--- src/rtl/fifo_arb_pkg.sv ---
// Shared types and helpers for the round-robin FIFO read scheduler.
package fifo_arb_pkg;

    typedef enum logic {
        ARB_IDLE,
        ARB_SERVE
    } arb_state_t;

    // Channel index width; a single channel still needs a one-bit index.
    function automatic int chan_w(input int n);
        return (n > 1) ? $clog2(n) : 1;
    endfunction

endpackage

--- src/rtl/rr_pick.sv ---
// Combinational round-robin picker: first set request at or after last+1,
// wrapping around, found by rotating a doubled copy of the request vector.
module rr_pick
    import fifo_arb_pkg::*;
#(
    parameter  int NUM_CH = 4,
    localparam int CW     = chan_w(NUM_CH)
) (
    input  logic [NUM_CH-1:0] req,
    input  logic [CW-1:0]     last,
    output logic [CW-1:0]     gnt_idx,
    output logic              gnt_any
);

    logic [2*NUM_CH-1:0] req_dbl;
    logic [NUM_CH-1:0]   req_rot;

    always_comb begin
        int start;
        int pos;
        // NOTE: every output of a combinational block gets a default before
        // any conditional assignment, otherwise a latch is inferred.
        gnt_any = 1'b0;
        gnt_idx = '0;
        pos     = 0;
        start   = int'(last) + 1;
        req_dbl = {req, req};
        req_rot = NUM_CH'(req_dbl >> start);
        for (int i = 0; i < NUM_CH; i++) begin
            if (!gnt_any && req_rot[i]) begin
                gnt_any = 1'b1;
                pos     = start + i;
                if (pos >= NUM_CH) begin
                    pos = pos - NUM_CH;
                end
                gnt_idx = CW'(pos);
            end
        end
    end

endmodule

--- src/rtl/fifo_rr_arb.sv ---
// Round-robin read scheduler: shares one valid/ready stream among NUM_CH
// FWFT FIFOs, granting one channel for up to BURST words before rotating.
module fifo_rr_arb
    import fifo_arb_pkg::*;
#(
    parameter int NUM_CH = 4,
    parameter int WIDTH  = 32,
    parameter int BURST  = 8
) (
    input  logic                        clk,
    input  logic                        rst,
    input  logic [NUM_CH-1:0]           ch_empty,
    input  logic [NUM_CH*WIDTH-1:0]     ch_dout,
    output logic [NUM_CH-1:0]           ch_rd,
    output logic                        m_valid,
    input  logic                        m_ready,
    output logic [WIDTH-1:0]            m_data,
    output logic [chan_w(NUM_CH)-1:0]   m_chan,
    output logic                        m_last,
    output logic                        busy
);

    localparam int                CW       = chan_w(NUM_CH);
    localparam int                CNT_W    = $clog2(BURST + 1);
    localparam logic [CNT_W-1:0]  CNT_LAST = CNT_W'(BURST - 1);
    localparam logic [CW-1:0]     LAST_RST = CW'(NUM_CH - 1);

    arb_state_t        state_q, state_d;
    logic [CW-1:0]     grant_q, grant_d;
    logic [CW-1:0]     last_q,  last_d;
    logic [CNT_W-1:0]  cnt_q,   cnt_d;

    logic [NUM_CH-1:0] ch_req;
    logic [CW-1:0]     pick_idx;
    logic              pick_any;
    logic              serving;
    logic              sel_empty;
    logic [WIDTH-1:0]  sel_data;
    logic              xfer;

    assign ch_req = ~ch_empty;

    rr_pick #(
        .NUM_CH (NUM_CH)
    ) u_pick (
        .req     (ch_req),
        .last    (last_q),
        .gnt_idx (pick_idx),
        .gnt_any (pick_any)
    );

    // Granted channel's view; held stable by the FIFO itself while not read.
    always_comb begin
        sel_empty = 1'b1;
        sel_data  = '0;
        for (int i = 0; i < NUM_CH; i++) begin
            if (grant_q == CW'(i)) begin
                sel_empty = ch_empty[i];
                sel_data  = ch_dout[i*WIDTH +: WIDTH];
            end
        end
    end

    // Gating with rst keeps the consumer and the FIFO in step during reset.
    always_comb begin
        serving = (state_q == ARB_SERVE);
        m_valid = serving & ~sel_empty & ~rst;
        xfer    = m_valid & m_ready;
        m_data  = serving ? sel_data : '0;
        m_chan  = serving ? grant_q : '0;
        m_last  = m_valid & (cnt_q == CNT_LAST);
        busy    = serving;
        ch_rd   = '0;
        for (int i = 0; i < NUM_CH; i++) begin
            ch_rd[i] = xfer & (grant_q == CW'(i));
        end
    end

    always_comb begin
        state_d = state_q;
        grant_d = grant_q;
        last_d  = last_q;
        cnt_d   = cnt_q;
        case (state_q)
            ARB_IDLE: begin
                if (pick_any) begin
                    state_d = ARB_SERVE;
                    grant_d = pick_idx;
                    last_d  = pick_idx;
                    cnt_d   = '0;
                end
            end
            ARB_SERVE: begin
                if (xfer) begin
                    if (cnt_q == CNT_LAST) begin
                        state_d = ARB_IDLE;
                        cnt_d   = '0;
                    end else begin
                        cnt_d = cnt_q + CNT_W'(1);
                    end
                end else if (sel_empty) begin
                    state_d = ARB_IDLE;
                end
            end
        endcase
    end

    // NOTE: sequential state uses non-blocking assignments only, so every
    // flop samples its _d value from before the edge.
    always_ff @(posedge clk) begin
        if (rst) begin
            state_q <= ARB_IDLE;
            grant_q <= '0;
            last_q  <= LAST_RST;
            cnt_q   <= '0;
        end else begin
            state_q <= state_d;
            grant_q <= grant_d;
            last_q  <= last_d;
            cnt_q   <= cnt_d;
        end
    end

endmodule
--- config.mk ---
export PLATFORM = sky130hd
export DESIGN_NAME = fifo_rr_arb
export DESIGN_NICKNAME = d
export VERILOG_FILES = /design/src/rtl/fifo_arb_pkg.sv /design/src/rtl/rr_pick.sv /design/src/rtl/fifo_rr_arb.sv
export SDC_FILE = /design/constraint.sdc
export NUM_CORES = 1
export LEC_CHECK = 0
export CAP_MARGIN = 15
export CELL_PAD_IN_SITES_DETAIL_PLACEMENT = 0
export CELL_PAD_IN_SITES_GLOBAL_PLACEMENT = 1
export CORE_UTILIZATION = 17
export DETAILED_ROUTE_END_ITERATION = 12
export GPL_ROUTABILITY_DRIVEN = 0
export PLACE_DENSITY_LB_ADDON = 0.1
export SLEW_MARGIN = 20
export SYNTH_ARGS = -nofsm -noshare
export SYNTH_HDL_FRONTEND = slang
export SYNTH_HIERARCHICAL = 1
export SYNTH_SLANG_ARGS = --single-unit
--- constraint.sdc ---
create_clock -name clk -period 1.82 [get_ports clk]
set_clock_uncertainty 0.05 [all_clocks]
set_input_delay 0.273 -clock clk [delete_from_list [all_inputs] [get_ports clk]]
set_output_delay 0.273 -clock clk [all_outputs]
set_load 0.005 [all_outputs]
# [Word level (Yosys, flattened, before mapping)]
# Cells that the tools add are included.
[op_classes] mul=0 shift=1 n_addsub=9 div_mod_pow=0 n_lt_le_gt_ge=4 bitwise=12 n_mux=31 n_eq_ne=6 n_reduce_logical=9
[ops] cell="$mux W32" count=5
[ops] cell="$ge A32 B4 Y1 const B" count=3
[ops] cell="$mux W2" count=9
[ops] cell="$mux W1" count=12
[ops] cell="$mux W4" count=3
[ops] cell="$add A3 B2 Y4 const B" count=2
[ops] cell="$and A1 B1 Y1" count=8
[ops] cell="$pmux W4 S2" count=1
[ops] cell="$shr A8 B3 Y4" count=1
[ops] cell="$sub A2 B1 Y2 const B" count=4
[ops] cell="$add A3 B1 Y4 const B" count=1
[ops] cell="$add A4 B1 Y4 const B" count=1
[ops] cell="$eq A2 B2 Y1 const B" count=2
[ops] cell="$eq A4 B3 Y1 const B" count=1
[ops] cell="$not A4 Y4" count=1
[ops] cell="$reduce_and A2 Y1" count=2
[ops] cell="$add A2 B1 Y3 const B" count=1
[ops] cell="$ge A3 B3 Y1 const B" count=1
[ops] cell="$logic_and A1 B1 Y1" count=3
[ops] cell="$logic_not A1 Y1" count=3
[ops] cell="$not A1 Y1" count=3
[ops] cell="$eq A2 B1 Y1 const B" count=1
[ops] cell="$logic_not A2 Y1" count=1
[ops] cell="$ne A2 B1 Y1 const B" count=1
[ops] cell="2 further kinds" count=2
[totals] latchBits=0 reg_bits=9 ram_bits=0 out_inout_bits=41 romBits=0 word_cells=76 n_memories=0

# [Longest topological paths before layout]
# Gate-level depths: netlist of run 1.
[depth] ltp_word=14 ltp_mapped=7 ltp_nobuf=7

# [Cells and area by module]
# Netlist of run 1, hierarchy kept.
[by_module_without_submodules] module="fifo_rr_arb" seq_area_each_um2=180.2 n_inst=1 area_per_inst_um2=1492.7 cells_each=141
[by_module_without_submodules] module="rr_pick" seq_area_each_um2=0.0 n_inst=1 area_per_inst_um2=91.3 cells_each=14

# [Worst setup path after synthesis of run 1]
# OpenSTA, ideal clock, no wires.
[synth_timing] path_type="register -> output" start="reg grant_q[0]" end="out m_data[26]" path_stages_with_launch=5 path_buffers=2 setup_slack_ns=-0.031 arrival_time_ns=1.528 cell_sequence="dfxtp_1 > buf_2 > buf_2 > mux4_2 > and2_1"
[synth_via] elab_chain_cells=6 word_cells_on_any_way=9
[synth_lines] item="start, declared" line="fifo_rr_arb.sv:29" rtl="logic [CW-1:0] grant_q, grant_d;"
[synth_lines] item="start signal, assigned" line="fifo_rr_arb.sv:118" rtl="grant_q <= grant_d;"
[synth_lines] item="$logic_not A2 Y1" line="fifo_rr_arb.sv:57" rtl="if (grant_q == CW'(i)) begin"
[synth_lines] item="$mux W32 (3 in series)" line="fifo_rr_arb.sv:57"
[synth_lines] item="$mux W32 *" line="fifo_rr_arb.sv:57"
[synth_lines] item="$mux W32 *" line="fifo_rr_arb.sv:69" rtl="m_data = serving ? sel_data : '0;"
[synth_lines] item="end, declared" line="fifo_rr_arb.sv:17" rtl="output logic [WIDTH-1:0] m_data,"
# Mark *: on every way between the ends. The rest lies on a longest branch, timed or not.

# [Worst setup path after layout of run 1]
[layout_timing] start="reg grant_q[0]" end="out m_last"
[layout_via] elab_chain_cells=9 word_cells_on_any_way=12
[layout_lines] item="$logic_not A2 Y1" line="fifo_rr_arb.sv:57"
[layout_lines] item="$mux W1 (3 in series)" line="fifo_rr_arb.sv:57"
[layout_lines] item="$mux W1 *" line="fifo_rr_arb.sv:57"
[layout_lines] item="$not A1 Y1 *" line="fifo_rr_arb.sv:67" rtl="m_valid = serving & ~sel_empty & ~rst;"
[layout_lines] item="$and A1 B1 Y1 * (2 in series)" line="fifo_rr_arb.sv:67"
[layout_lines] item="$and A1 B1 Y1 *" line="fifo_rr_arb.sv:71" rtl="m_last = m_valid & (cnt_q == CNT_LAST);"
[layout_lines] item="end, declared" line="fifo_rr_arb.sv:19" rtl="output logic m_last,"
# Marked as above.

==> flow_summary.ini, run 1 <==
[grt]
grt_use_met3 = 0.0546
grt_pass1_wl_um = 13200
grt_pass1_vias = 2091
grt_start_max_net_pins = 20
overflow = 0
grt_util_met1 = 0.225
track_usage = 0.182
busiest_layer = met2
antenna_found_initial = 0
globalRouteMet2Util = 0.321

[placed_design]
portBuffers = 175
dpl.hpwl_um = 6520
place_inst = 434

[logic_synthesis]
yosys-top-cells-area = mux4_2 47%, and2_1 13%, dfxtp_1 11%
synth_seq_cells = 9
synth_edf_count = 0
synth_area_sq_um = 1580
ys_seq_area_frac = 0.114
synth_top_cell_by_area = mux4_2
syn_nets = 291
syn_inst = 155
syn_area_per_cell_sq_um = 10.2
synth_cell_types = 32
synthFlopType = dfxtp_1
yosysTopAreaCellShare = 0.469
async_flop_share = 0
yosysWarningCount = 6

[cts]
clockBufferDepth = 2
tritoncts = built
htree_levels = 1
cts_made_buffers = 3
clk_pin_slew_ps = 50
cts_num_sinks = 9
cts-root-buf = clkbuf_8
worstSkewPairLatency_ps = 230
ctsHoldBuffers = 0

[cells_and_area]
n_antenna_cell = 0
final_util = 0.448
multi_input_area_sq_um = 1400
fin_nets = 491
seqCellArea_sq_um = 191
mostFrequentLayoutCells = 135 x clkdlybuf4s50_1, 33 x mux4_2, 27 x buf_6, 20 x and2_4, 16 x buf_2
final_cell_count_no_fill = 462
layout_commonest_cell = clkdlybuf4s50_1
syn_to_final_growth_pct = 152
drive_gt1_frac = 0.404
fill_cells = 839

[worst_setup_path]
r2r-start = grant_q[0]
crit_type = register to output port
endpoint_kind = output port
r2r.worst_path.cells = 6
worst_path_max_delay_cell = mux4_2
crit_chain = buf_12 -> mux4_2 -> nand2b_4 -> buf_6 -> nor2_1 -> buf_2
reg2reg_slack_ps = -230
cp.required_ps = 1500
path_max_fanout = 6
r2r_end = cnt_q[3]
arrival_ps = 1740
cp_slowest_stage_delay_ps = 550
worstSetupStartpointType = register

[drt]
postRouteAntennaNets = 0
drt_first_pass_iters = 9
dr_total_vias = 2064
routed_wl_um = 8980
routedWlPerCell_um = 19.4
drt-initial-drc-count = 82
viasPerCell = 4.47
drc_errors = 17

[outcome]
violations = DRC, setup timing
status = finished, violations left

[worst_hold_path]
whs_path_depth = 2
hold_start = cnt_q[1]
holdPathEnd = cnt_q[1]
hp-class = register to register

[timing]
worstMarginPinSlew_ps = 278
finalSetupViolations = 39
setup_tns_ps = -5660
final.min_clock_period_ps = 2070
maxSlewViolCount = 0
relSlewSlack = 0.814
rsz0062_at_grt = yes
hold_violations = 0
fin_ws_ps = -247
max_freq_ghz = 0.484
finalCritPeriodShare = 1.14

[floorplanning]
dieArea_sq_um = 9710
chipWidth_um = 98.5
die_y_um = 98.5
core_area_sq_um = 8890
placement_rows = 34
initial_core_util = 0.178
io_pins = 176

[run]
drv_cap = 0

[power]
ir_drop_mv = 0.389
power_density_nw_per_um2 = 466
power.leakage_nw = 1.60
flip-flops by register name, summed over array words and instances, names as in the netlist:
signal / cells
cnt_q: 4
grant_q: 2
last_q: 2
busy: 1
through the flow:
stage / worst slack, ps / hold slack [ps] / cell area [sq um] / total power, mW
after floorplan: 71.3 / 404 / 1590 / 0.717
after global placement: -569 / 423 / 3530 / 1.35
after detailed placement: -595 / 425 / 3530 / 1.35
after CTS: -257 / 431 / 3860 / 1.80
after global routing: -308 / 461 / 3980 / 1.97
final: -247 / 426 / 3980 / 1.86
worst max-delay path: cells and delay by family (launching register included):
family / cells / cell delay [ps]
AND/OR/NAND/NOR: 2 / 240
buffers and inverters: 3 / 360
multiplexers: 1 / 550
flip-flops: 1 / 360
routing by layer:
| metal | wire (um) | vias to the layer above |
|---|---|---|
| met5 | 0 | - |
| met4 | 33 | 0 |
| met3 | 947 | 4 |
| met2 | 4580 | 85 |
| met1 | 3420 | 989 |
| li1 | - | 986 |
synth_stat cells, types with 3 or more instances:
cell and instances:
inv_1 9, nand2b_1 5, dfxtp_1 9, mux4_2 33, nand3_1 6, nand2_1 8
and2_1 34, nor2_1 6, a21oi_1 7, clkbuf_1 7, buf_2 3
layout make-up:
| class | count | area share |
|---|---|---|
| multi-input cells | 123 | 0.350 |
| clock buffers | 4 | 0.0113 |
| well taps | 108 | 0.0339 |
| inverters | 9 | 0.00848 |
| repair buffers | 209 | 0.548 |
| flip-flops and latches | 9 | 0.0481 |
logic make-up (layout without fill, tap and decap cells):
logic type / Yosys count / count (layout) / share of synthesized area
DFF: 9 / 9 / 0.114
muxes: 35 / 35 / 0.482
AOI/OAI and AO/OA: 15 / 15 / 0.0608
adders and majority gates: 1 / 1 / 0.00790
and+or+nand+nor: 72 / 72 / 0.269
buffers and inverters: 23 / 222 / 0.0663
power breakdown:
group          total, mW  leakage, nW  internal [mW]  switching (mW)
clock              0.231       0.0228          0.153          0.0785
combinational       1.37         1.51          0.954           0.420
sequential         0.251       0.0757          0.218          0.0330
how the worst max path moves through the flow:
stage                            from  slack [ps]         end  cells after the start
final                      grant_q[0]        -250      m_last                      6
after global routing       grant_q[0]        -310      m_last                      6
after CTS                  grant_q[0]        -260      m_last                      6
after detailed placement  ch_empty[3]        -600    ch_rd[2]                      5
after global placement    ch_empty[3]        -570    ch_rd[2]                      5
after floorplan            grant_q[0]          70  m_data[10]                      4
what timing repair did:
item	CTS	global route
resized for setup	183	41
setup endpoints to repair	43	45
setup buffers	15	6
gates cloned	6	0
hold endpoints to repair	0	0
pin swaps	35	6
Note: power is estimated with default switching activity, not from simulation.
==> run 2: changes to the inputs <==
--- a/config.mk
+++ b/config.mk
@@ -12,6 +12,7 @@
 export DETAILED_ROUTE_END_ITERATION = 12
 export GPL_ROUTABILITY_DRIVEN = 0
 export PLACE_DENSITY_LB_ADDON = 0.1
+export SETUP_SLACK_MARGIN = 0.15
 export SLEW_MARGIN = 20
 export SYNTH_ARGS = -nofsm -noshare
 export SYNTH_HDL_FRONTEND = slang
==> run 2 against run 1 <==
  * The run still ends with DRC, setup timing left
  * Sequential share of layout area fell by 0.26 points
  * Via count rose by 1.9%
  * Global-route usage fell by 0.94 points
  * Largest power group unchanged
  * Highest routed layer unchanged
==> flow_summary.ini, run 2 (same netlist as run 1, synthesis figures left out) <==
[timing]
max_freq_ghz = 0.479
relSlewSlack = 0.835
worstMarginPinSlew_ps = 247
final.min_clock_period_ps = 2090
hold_violations = 0
finalCritPeriodShare = 1.15
setup_tns_ps = -8840
rsz0062_at_grt = yes
finalSetupViolations = 40
fin_ws_ps = -269
maxSlewViolCount = 0

[grt]
track_usage = 0.172
grt_start_max_net_pins = 28
antenna_found_initial = 0
grt_pass1_wl_um = 12600
overflow = 0
grt_pass1_vias = 2090

[drt]
drt-initial-drc-count = 49
routed_wl_um = 8700
drt_first_pass_iters = 8
dr_total_vias = 2104
postRouteAntennaNets = 0
viasPerCell = 4.41
routedWlPerCell_um = 18.2
drc_errors = 18

[worst_hold_path]
hp-class = register to register

[floorplanning]
placement_rows = 34
die_y_um = 98.5
chipWidth_um = 98.5
initial_core_util = 0.178
io_pins = 176
dieArea_sq_um = 9710
core_area_sq_um = 8890

[cells_and_area]
drive_gt1_frac = 0.420
n_antenna_cell = 0
top_register = cnt_q
syn_to_final_growth_pct = 161
layout_commonest_cell = clkdlybuf4s50_1
mostFrequentLayoutCells = 134 x clkdlybuf4s50_1, 34 x buf_6, 33 x mux4_2, 23 x buf_2, 19 x and2_1
largest_reg_flops = 4
reg_top3 = cnt_q (4), grant_q (2), last_q (2)
final_util = 0.464
fin_nets = 506

[power]
clockPowerShare = 0.125
seq_power_share = 0.130
p_int_mw = 1.37
switching_share = 0.282
p_sw_mw = 0.541
p_comb_frac = 0.745
ir_drop_mv = 0.244
power.leakage_nw = 1.69
power_density_nw_per_um2 = 464

[worst_setup_path]
arrival_ps = 1770
cpMostUsedCell = buf_6
cp.required_ps = 1500
cp_slowest_stage_delay_ps = 490
crit_type = register to output port
crit_family = multiplexers
worstSetupStartpointType = register
worst_path_max_delay_cell = mux4_2
endpoint_kind = output port
path_max_fanout = 7
crit_buf_inv = 4
crit_chain = buf_6 -> buf_12 -> buf_16 -> mux4_2 -> and2_4 -> buf_6

[cts]
worstSkewPairLatency_ps = 240
cts_made_buffers = 3
cts-root-buf = clkbuf_8
htree_levels = 1
ctsHoldBuffers = 0
cts_num_sinks = 9
clockBufferDepth = 2
tritoncts = built
clk_pin_slew_ps = 50

[outcome]
violations = DRC, setup timing
status = finished, violations left

[placed_design]
dpl.hpwl_um = 6710
portBuffers = 175

[run]
drv_cap = 0
-- run 2: cell type report --
class | instances | area [sq um]
clock buffers | 4 | 45.0
multi-input cells | 123 | 1380
inverters | 9 | 33.8
well taps | 108 | 135
flip-flops and latches | 9 | 188
fillers | 848 | 4760
repair buffers | 224 | 2340
-- run 2: per-stage QoR --
stage | hold WS [ps] | power, mW | cells | cell area (sq um) | setup WS, ps
after floorplan | 404 | 0.725 | 155 | 1600 | 151
after global placement | 423 | 1.35 | 438 | 3530 | -591
final | 424 | 1.92 | 477 | 4130 | -269
after global routing | 449 | 2.02 | 477 | 4130 | -330
after detailed placement | 420 | 1.35 | 438 | 3530 | -603
after CTS | 428 | 1.86 | 472 | 3990 | -312
-- run 2: per-layer routing --
| metal | GRT usage | wire length [um] | up-vias |
|---|---|---|---|
| li1 | - | - | 1023 |
| met1 | 0.200 | 3240 | 982 |
| met2 | 0.325 | 4580 | 93 |
| met3 | 0.0390 | 799 | 6 |
| met4 | 0.0287 | 68 | 0 |
| met5 | 0 | 0 | - |
-- run 2: power by group through the flow --
stage	logic [mW]	clock network, mW	registers, mW
after detailed placement	1.11	0	0.245
final	1.43	0.239	0.250
after global placement	1.11	0	0.244
after floorplan	0.491	0	0.234
after global routing	1.52	0.253	0.255
after CTS	1.36	0.245	0.254
-- run 2: worst min-delay path: cells and delay by family, from the launching register on --
| family | cells | cell delay [ps] |
|---|---|---|
| AO/OA/AOI/OAI | 1 | 50 |
| flip-flops | 1 | 320 |
| AND/OR/NAND/NOR | 1 | 60 |
-- run 2: path summary, 6_finish.rpt --
path	from	endpoint	slack [ps]	cells past startpoint
worst min-delay path	cnt_q[1]	cnt_q[1]	420	2
worst max register to register	grant_q[0]	cnt_q[3]	-190	5
worst min register to register	cnt_q[1]	cnt_q[1]	420	2
worst max-delay path	grant_q[0]	m_data[29]	-270	6
-- run 2: what timing repair did --
item,CTS,global route
gates resized for setup,215,24
cloned,5,0
buffers inserted,25,5
pin swaps,37,4
setup endpoints to repair,44,44
